<file path="config.mk">
export PLATFORM = sky130hd
export DESIGN_NAME = exu_issue
export DESIGN_NICKNAME = d
export VERILOG_FILES = /design/src/rtl/cpu_consts.sv /design/src/rtl/exu_issue_wb_reg.sv /design/src/rtl/exu_issue.sv
export SDC_FILE = /design/constraint.sdc
export NUM_CORES = 1
export LEC_CHECK = 0
export CAP_MARGIN = 40
export CORE_AREA = 4 4 164 166
export DETAILED_ROUTE_END_ITERATION = 8
export DIE_AREA = 0 0 168 170
export GPL_TIMING_DRIVEN = 0
export PLACE_DENSITY = 0.73
export REMOVE_ABC_BUFFERS = 1
export SYNTH_ARGS = -nofsm -noshare
export SYNTH_HDL_FRONTEND = slang
export SYNTH_SLANG_ARGS = --single-unit
</file>
<file path="constraint.sdc">
create_clock -name clk -period 2.6 [get_ports clk]
set_input_delay 0.52 -clock clk [delete_from_list [all_inputs] [get_ports clk]]
set_output_delay 0.52 -clock clk [all_outputs]
set_load 0.01 [all_outputs]
</file>
<file path="src/rtl/cpu_consts.sv">
// Shared constants and types for the issue stage and execute interface.
package cpu_consts;

    localparam int EXU_FUNC_W = 4;

    typedef enum logic [1:0] {
        CLS_ALU = 2'd0,
        CLS_MUL = 2'd1,
        CLS_DIV = 2'd2,
        CLS_ILL = 2'd3
    } exu_class_t;

    typedef enum logic [1:0] {
        ST_IDLE      = 2'd0,
        ST_ISSUE     = 2'd1,
        ST_WAIT_LONG = 2'd2
    } issue_state_t;

    function automatic logic is_long(input exu_class_t cls);
        return (cls == CLS_MUL) || (cls == CLS_DIV);
    endfunction

endpackage

</file>
<file path="src/rtl/exu_issue_wb_reg.sv">
// Writeback capture register: one-cycle valid with the captured rd, data and write enable.
module exu_issue_wb_reg #(
    parameter int XLEN = 64
) (
    input  logic            clk,
    input  logic            reset,
    input  logic            cap,
    input  logic            we_en,
    input  logic [4:0]      rd,
    input  logic [XLEN-1:0] data,
    output logic            wb_valid,
    output logic            wb_we,
    output logic [4:0]      wb_rd,
    output logic [XLEN-1:0] wb_data
);

    always_ff @(posedge clk) begin
        if (reset) begin
            wb_valid <= 1'b0;
            wb_we    <= 1'b0;
            wb_rd    <= '0;
            wb_data  <= '0;
        end else begin
            wb_valid <= cap;
            wb_we    <= cap && we_en;
            if (cap) begin
                wb_rd   <= rd;
                wb_data <= data;
            end
        end
    end

endmodule

</file>
<file path="src/rtl/exu_issue.sv">
// Issue stage feeding the execute unit: operand hold for mul/div, writeback capture,
// flush/kill handling and a watchdog on long operations.
//
// state      | meaning
// IDLE       | no operation held
// ISSUE      | ALU op, or first cycle of a MUL/DIV op, presented to execute
// WAIT_LONG  | MUL/DIV in flight, operands held, watchdog counting
module exu_issue
    import cpu_consts::*;
#(
    parameter int XLEN    = 64,
    parameter int FUNC_W  = EXU_FUNC_W,
    parameter int MAX_LAT = 80
) (
    input  logic              clk,
    input  logic              reset,
    input  logic              dec_valid_i,
    output logic              dec_ready_o,
    input  logic [XLEN-1:0]   dec_opr_a_i,
    input  logic [XLEN-1:0]   dec_opr_b_i,
    input  logic [FUNC_W-1:0] dec_func_i,
    input  logic              dec_word_op_i,
    input  logic [1:0]        dec_class_i,
    input  logic [4:0]        dec_rd_i,
    input  logic              flush_i,
    input  logic              kill_i,
    output logic [XLEN-1:0]   opr_a_o,
    output logic [XLEN-1:0]   opr_b_o,
    output logic [FUNC_W-1:0] exu_func_o,
    output logic              word_op_o,
    output logic              mul_instr_o,
    output logic              div_instr_o,
    output logic              flush_o,
    output logic              kill_o,
    input  logic [XLEN-1:0]   exu_res_i,
    input  logic              valid_res_i,
    input  logic              exu_busy_i,
    output logic              wb_valid_o,
    output logic              wb_we_o,
    output logic [4:0]        wb_rd_o,
    output logic [XLEN-1:0]   wb_data_o,
    output logic [4:0]        busy_rd_o,
    output logic              busy_rd_valid_o,
    output logic              timeout_o
);

    localparam int CNT_W = $clog2(MAX_LAT + 1);

    issue_state_t     state;
    exu_class_t       cls_q;
    exu_class_t       dec_cls;
    logic [4:0]       rd_q;
    logic [CNT_W-1:0] wd_cnt;

    logic abort;
    logic accept;
    logic wd_fire;
    logic wb_cap;
    logic wb_we_en;

    // Completion is signalled only by valid_res_i; the busy flag is not used.
    logic unused_busy;
    assign unused_busy = exu_busy_i;

    assign dec_cls = exu_class_t'(dec_class_i);
    assign abort   = flush_i || kill_i;

    assign dec_ready_o = !reset && !abort &&
                         ((state == ST_IDLE) || (state == ST_ISSUE && cls_q == CLS_ALU));
    assign accept      = dec_valid_i && dec_ready_o;

    assign wd_fire = (state == ST_WAIT_LONG) && !abort && !valid_res_i &&
                     (wd_cnt == CNT_W'(MAX_LAT - 1));

    // ALU results arrive combinationally in ISSUE; illegal ops retire as no-ops there too.
    assign wb_cap   = !abort &&
                      ((state == ST_ISSUE && (cls_q == CLS_ALU || cls_q == CLS_ILL)) ||
                       (state == ST_WAIT_LONG && valid_res_i));
    assign wb_we_en = (cls_q != CLS_ILL) && (rd_q != 5'd0);

    always_ff @(posedge clk) begin
        if (reset) begin
            state           <= ST_IDLE;
            cls_q           <= CLS_ALU;
            rd_q            <= '0;
            wd_cnt          <= '0;
            opr_a_o         <= '0;
            opr_b_o         <= '0;
            exu_func_o      <= '0;
            word_op_o       <= 1'b0;
            mul_instr_o     <= 1'b0;
            div_instr_o     <= 1'b0;
            flush_o         <= 1'b0;
            kill_o          <= 1'b0;
            busy_rd_o       <= '0;
            busy_rd_valid_o <= 1'b0;
            timeout_o       <= 1'b0;
        end else begin
            mul_instr_o <= 1'b0;
            div_instr_o <= 1'b0;
            timeout_o   <= 1'b0;
            flush_o     <= flush_i;
            kill_o      <= kill_i || wd_fire;

            if (accept) begin
                state           <= ST_ISSUE;
                cls_q           <= dec_cls;
                rd_q            <= dec_rd_i;
                wd_cnt          <= '0;
                opr_a_o         <= dec_opr_a_i;
                opr_b_o         <= dec_opr_b_i;
                exu_func_o      <= dec_func_i;
                word_op_o       <= dec_word_op_i;
                mul_instr_o     <= (dec_cls == CLS_MUL);
                div_instr_o     <= (dec_cls == CLS_DIV);
                busy_rd_valid_o <= is_long(dec_cls);
                if (is_long(dec_cls)) begin
                    busy_rd_o <= dec_rd_i;
                end
            end else begin
                case (state)
                    ST_IDLE: begin
                        wd_cnt <= '0;
                    end
                    ST_ISSUE: begin
                        wd_cnt <= '0;
                        if (!abort && is_long(cls_q)) begin
                            state <= ST_WAIT_LONG;
                        end else begin
                            state           <= ST_IDLE;
                            busy_rd_valid_o <= 1'b0;
                        end
                    end
                    ST_WAIT_LONG: begin
                        if (abort || valid_res_i || wd_fire) begin
                            state           <= ST_IDLE;
                            wd_cnt          <= '0;
                            busy_rd_valid_o <= 1'b0;
                            timeout_o       <= wd_fire;
                        end else begin
                            wd_cnt <= wd_cnt + CNT_W'(1);
                        end
                    end
                    default: begin
                        state  <= ST_IDLE;
                        wd_cnt <= '0;
                    end
                endcase
            end
        end
    end

    exu_issue_wb_reg #(.XLEN(XLEN)) u_wb_reg (
        .clk      (clk),
        .reset    (reset),
        .cap      (wb_cap),
        .we_en    (wb_we_en),
        .rd       (rd_q),
        .data     (exu_res_i),
        .wb_valid (wb_valid_o),
        .wb_we    (wb_we_o),
        .wb_rd    (wb_rd_o),
        .wb_data  (wb_data_o)
    );

endmodule

</file>
==> tab_implementation.tex <==
\begin{tabular}{lr}
\hline
Metric & Value \\
\hline
\multicolumn{2}{l}{\textbf{Outcome}} \\
\quad Outcome & finished clean \\
\multicolumn{2}{l}{\textbf{Synthesis}} \\
\quad Cell accounting for the most synthesized area & sky130\_fd\_sc\_hd\_\_dfxtp\_1 \\
\quad Syn. warnings & 0 \\
\quad Cell with the most instances after synthesis & sky130\_fd\_sc\_hd\_\_dfxtp\_1 \\
\quad Post-synth top area share & 61.3\% \\
\quad Seq cells post-synth & 231 \\
\quad Share of synthesized area occupied by flip-flops and latches & 61.3\% \\
\quad Distinct cell type count after synthesis & 32 \\
\quad Number of flops mapped to enable cells by yosys & 0 \\
\quad Biggest area contributors in the synthesized netlist & sky130\_fd\_sc\_hd\_\_dfxtp\_1 61\%, sky130\_fd\_sc\_hd\_\_a22o\_1 13\%, sky130\_fd\_sc\_hd\_\_nand2\_1 10\%, sky130\_fd\_sc\_hd\_\_a21oi\_1 6.8\%, sky130\_fd\_sc\_hd\_\_clkbuf\_1 2.0\% \\
\quad Synth cell count leaders & 231 x sky130\_fd\_sc\_hd\_\_dfxtp\_1, 202 x sky130\_fd\_sc\_hd\_\_nand2\_1, 108 x sky130\_fd\_sc\_hd\_\_a22o\_1, 102 x sky130\_fd\_sc\_hd\_\_a21oi\_1, 40 x sky130\_fd\_sc\_hd\_\_clkbuf\_1 \\
\quad Instance count of the mapped netlist & 770 \\
\quad Synthesized area & 7540 um\^{}2 \\
\quad Main flop type after synthesis & sky130\_fd\_sc\_hd\_\_dfxtp\_1 \\
\quad Share of synthesized registers carrying an async set or reset & 0\% \\
\quad Post-synthesis average cell area & 9.79 um\^{}2 \\
\multicolumn{2}{l}{\textbf{Drt}} \\
\quad Wire length per cell after detailed routing & 17.3 um \\
\quad DRT iter0 DRCs & 342 \\
\quad Remaining number of nets flagged by the antenna check after routing & 0 \\
\quad Iteration count of the initial detailed-routing pass & 5 \\
\quad Routed Wire Length & 26,500 um \\
\quad DRC Markers & 0 \\
\quad Ratio of routed vias to standard cells & 4.67 \\
\quad Total vias in the final route & 7,138 \\
\multicolumn{2}{l}{\textbf{Timing}} \\
\quad Number of setup violations in the final report & 0 \\
\quad Transition time at the pin with the least slew margin & 0.676 ns \\
\quad Final Hold Vio Count & 0 \\
\quad Final worst clock skew & 0.0142 ns \\
\quad Setup total negative slack & 0 ns \\
\quad Worst hold slack & 0.378 ns \\
\quad Maximum clock frequency & 398 MHz \\
\quad Max-slew violations & 0 \\
\quad Slew HR & 55.0\% \\
\quad Post-route minimum period & 2.51 ns \\
\quad Final worst-path cycle share & 96.6\% \\
\multicolumn{2}{l}{\textbf{Clock network}} \\
\quad Clock Tree Root & sky130\_fd\_sc\_hd\_\_clkbuf\_16 \\
\quad Clock-pin slew on the worst setup and hold paths & 0.06 ns \\
\quad Total clock sinks & 231 \\
\quad \# hold bufs at CTS & 0 \\
\quad TritonCTS clock tree & built \\
\quad Clock latency on the worst-skew pair & 0.52 ns \\
\quad Number of buffers on the longest clock path & 3 \\
\quad TritonCTS buffer count & 25 \\
\quad H-Tree Level Count & 1 \\
\multicolumn{2}{l}{\textbf{Finish}} \\
\quad Final standard cell area without fillers & 13,200 um\^{}2 \\
\quad Fill cell instance count of the final layout & 2,275 \\
\quad Final net count & 1,393 \\
\quad Register area & 4620 um\^{}2 \\
\quad Inserted Diodes & 0 \\
\quad Area growth, synth to finish & 75.2\% \\
\quad Share of layout cells above drive strength 1 & 5.27\% \\
\quad Multi-input gate area & 2680 um\^{}2 \\
\multicolumn{2}{l}{\textbf{Placed design}} \\
\quad Detail Placement HPWL & 19,500 um \\
\quad Cell area after placement & 12,200 um\^{}2 \\
\quad Routability congestion estimate & 0.807 \\
\quad Number of port buffers & 425 \\
\multicolumn{2}{l}{\textbf{Power and ir drop}} \\
\quad Cell Pwr Density & 630 nW/um\^{}2 \\
\quad Standby leakage power & 4.81 nW \\
\quad Worst VDD drop & 501 uV \\
\multicolumn{2}{l}{\textbf{Global route}} \\
\quad Overall routing resource usage & 16.8\% \\
\quad Global routing met2 resource utilization & 29.7\% \\
\quad Initial antenna violation count & 1 \\
\quad GR Layer Usage met3 & 6.92\% \\
\quad Pin count of the biggest net entering global routing & 92 \\
\quad Most congested layer reported by global routing & met2 \\
\quad Met1 Track Usage GR & 18.1\% \\
\quad Vias in the first global route & 7,113 \\
\quad First-pass GRT wire length & 38,800 um \\
\quad Overflow after GRT & 0 \\
\multicolumn{2}{l}{\textbf{Floorplan}} \\
\quad Die ar. & 28,600 um\^{}2 \\
\quad Floorplan Core Area & 25,600 um\^{}2 \\
\quad I/O pins & 427 \\
\quad Die width & 168 um \\
\quad Die Height & 170 um \\
\quad Number of cell rows & 59 \\
\quad Initial cell density of the core & 29.4\% \\
\multicolumn{2}{l}{\textbf{Worst setup path}} \\
\quad Data arrival time of the worst path & 1.99 ns \\
\quad Critical path capture point type & primary output \\
\quad Sort of element at the start of the critical path & primary input \\
\quad Critical Path RT & 2.08 ns \\
\quad Start-to-end type of the worst setup path & in -> out \\
\quad Highest net fanout along the worst path & 55 \\
\multicolumn{2}{l}{\textbf{Flow run}} \\
\quad Max-cap violation count & 0 \\
\multicolumn{2}{l}{\textbf{Worst hold path}} \\
\quad Hold crit path type & in -> reg \\
\hline
\end{tabular}
## cell type report
type | instances | share of cell area, %
sequential | 231 | 35.0
timing repair buffer | 437 | 34.3
multi-input combinational | 475 | 20.3
clock buffer | 34 | 5.45
tap | 335 | 3.17
clock inverter | 11 | 1.54
inverter | 7 | 0.237
## state kept, by name (all words and copies together), names as in the netlist, 2 cells and up
register,cells
busy_rd_o,5
cls_q,2
exu_func_o,4
opr_a_o,64
opr_b_o,64
rd_q,5
state,2
u_wb_reg.wb_data,64
u_wb_reg.wb_rd,5
wd_cnt,7
## final timing paths
check                        startpoint                                end  slack, ns  cells past startpoint
setup / recovery                  reset                        dec_ready_o       0.09                      5
hold / removal                    reset   u_wb_reg.wb_data[5]$_SDFFE_PP0P_       0.38                      2
setup reg to reg  cls_q[0]$_SDFFE_PP0P_  u_wb_reg.wb_data[61]$_SDFFE_PP0P_       0.19                      7
hold reg to reg    wd_cnt[0]$_SDFF_PP0_               wd_cnt[0]$_SDFF_PP0_       0.45                      1
## cells by family (layout without fill, tap and decap cells)
| kind of cell | count (synthesis) | after routing | share of synthesized area [%] |
|---|---|---|---|
| AND/OR/NAND/NOR | 243 | 243 | 13.0 |
| flip-flops | 231 | 231 | 61.3 |
| AO/OA/AOI/OAI | 217 | 217 | 19.9 |
| buffers and inverters | 64 | 489 | 3.63 |
| adder cells (fa/ha/maj) | 5 | 5 | 0.830 |
| XOR/XNOR | 5 | 5 | 0.581 |
| multiplexers | 5 | 5 | 0.664 |
## power breakdown
part           internal (mW)  switching (mW)
registers               3.62          0.0439
clock network           2.44            1.45
logic                  0.496           0.266
total                   6.56            1.76
## layer usage
metal  share of wire [%]  wire length [um]
met4                 3.3               875
met3                  11              2800
met1                  37              9800
met5               0.045                12
met2                  49             13000
## cell usage in the layout, fill, tap and decap left out, types with 5 or more instances in the layout
cell type	instances
sky130_fd_sc_hd__clkbuf_16	26
sky130_fd_sc_hd__mux2i_1	5
sky130_fd_sc_hd__nand3_1	5
sky130_fd_sc_hd__dfxtp_1	231
sky130_fd_sc_hd__buf_16	6
sky130_fd_sc_hd__clkbuf_8	6
sky130_fd_sc_hd__inv_1	6
sky130_fd_sc_hd__clkdlybuf4s50_1	422
sky130_fd_sc_hd__a22o_1	108
sky130_fd_sc_hd__nand2_1	202
sky130_fd_sc_hd__nor2_1	16
sky130_fd_sc_hd__a21oi_1	102
sky130_fd_sc_hd__bufinv_16	5
sky130_fd_sc_hd__ha_1	5
## worst max-delay path, cell delays in order
cell and delay [ns]:
sky130_fd_sc_hd__buf_8 0.19, sky130_fd_sc_hd__buf_16 0.22, sky130_fd_sc_hd__nor4_4 0.31, sky130_fd_sc_hd__and2_1 0.17, sky130_fd_sc_hd__clkdlybuf4s50_1 0.54
## timing repair
item                       in CTS  in global routing
setup endpoints to repair      92                 40
gates cloned                    0                  1
setup buffers                   0                  1
pin swaps                       1                  1
gates resized for setup         4                  3
## stage by stage
stage                     utilization, %  power (mW)  instances  setup slack, ns
after floorplan                        -        3.91        713            -4.11
after global placement              46.7        4.47       1473           -11.47
after detailed placement            47.8        4.50       1483           -0.836
after CTS                           51.4        8.45       1528          0.00541
after global routing                51.6        8.64       1530          -0.0362
final                               51.6        8.32       1530           0.0872
Note: power is estimated with default switching activity, not from simulation.
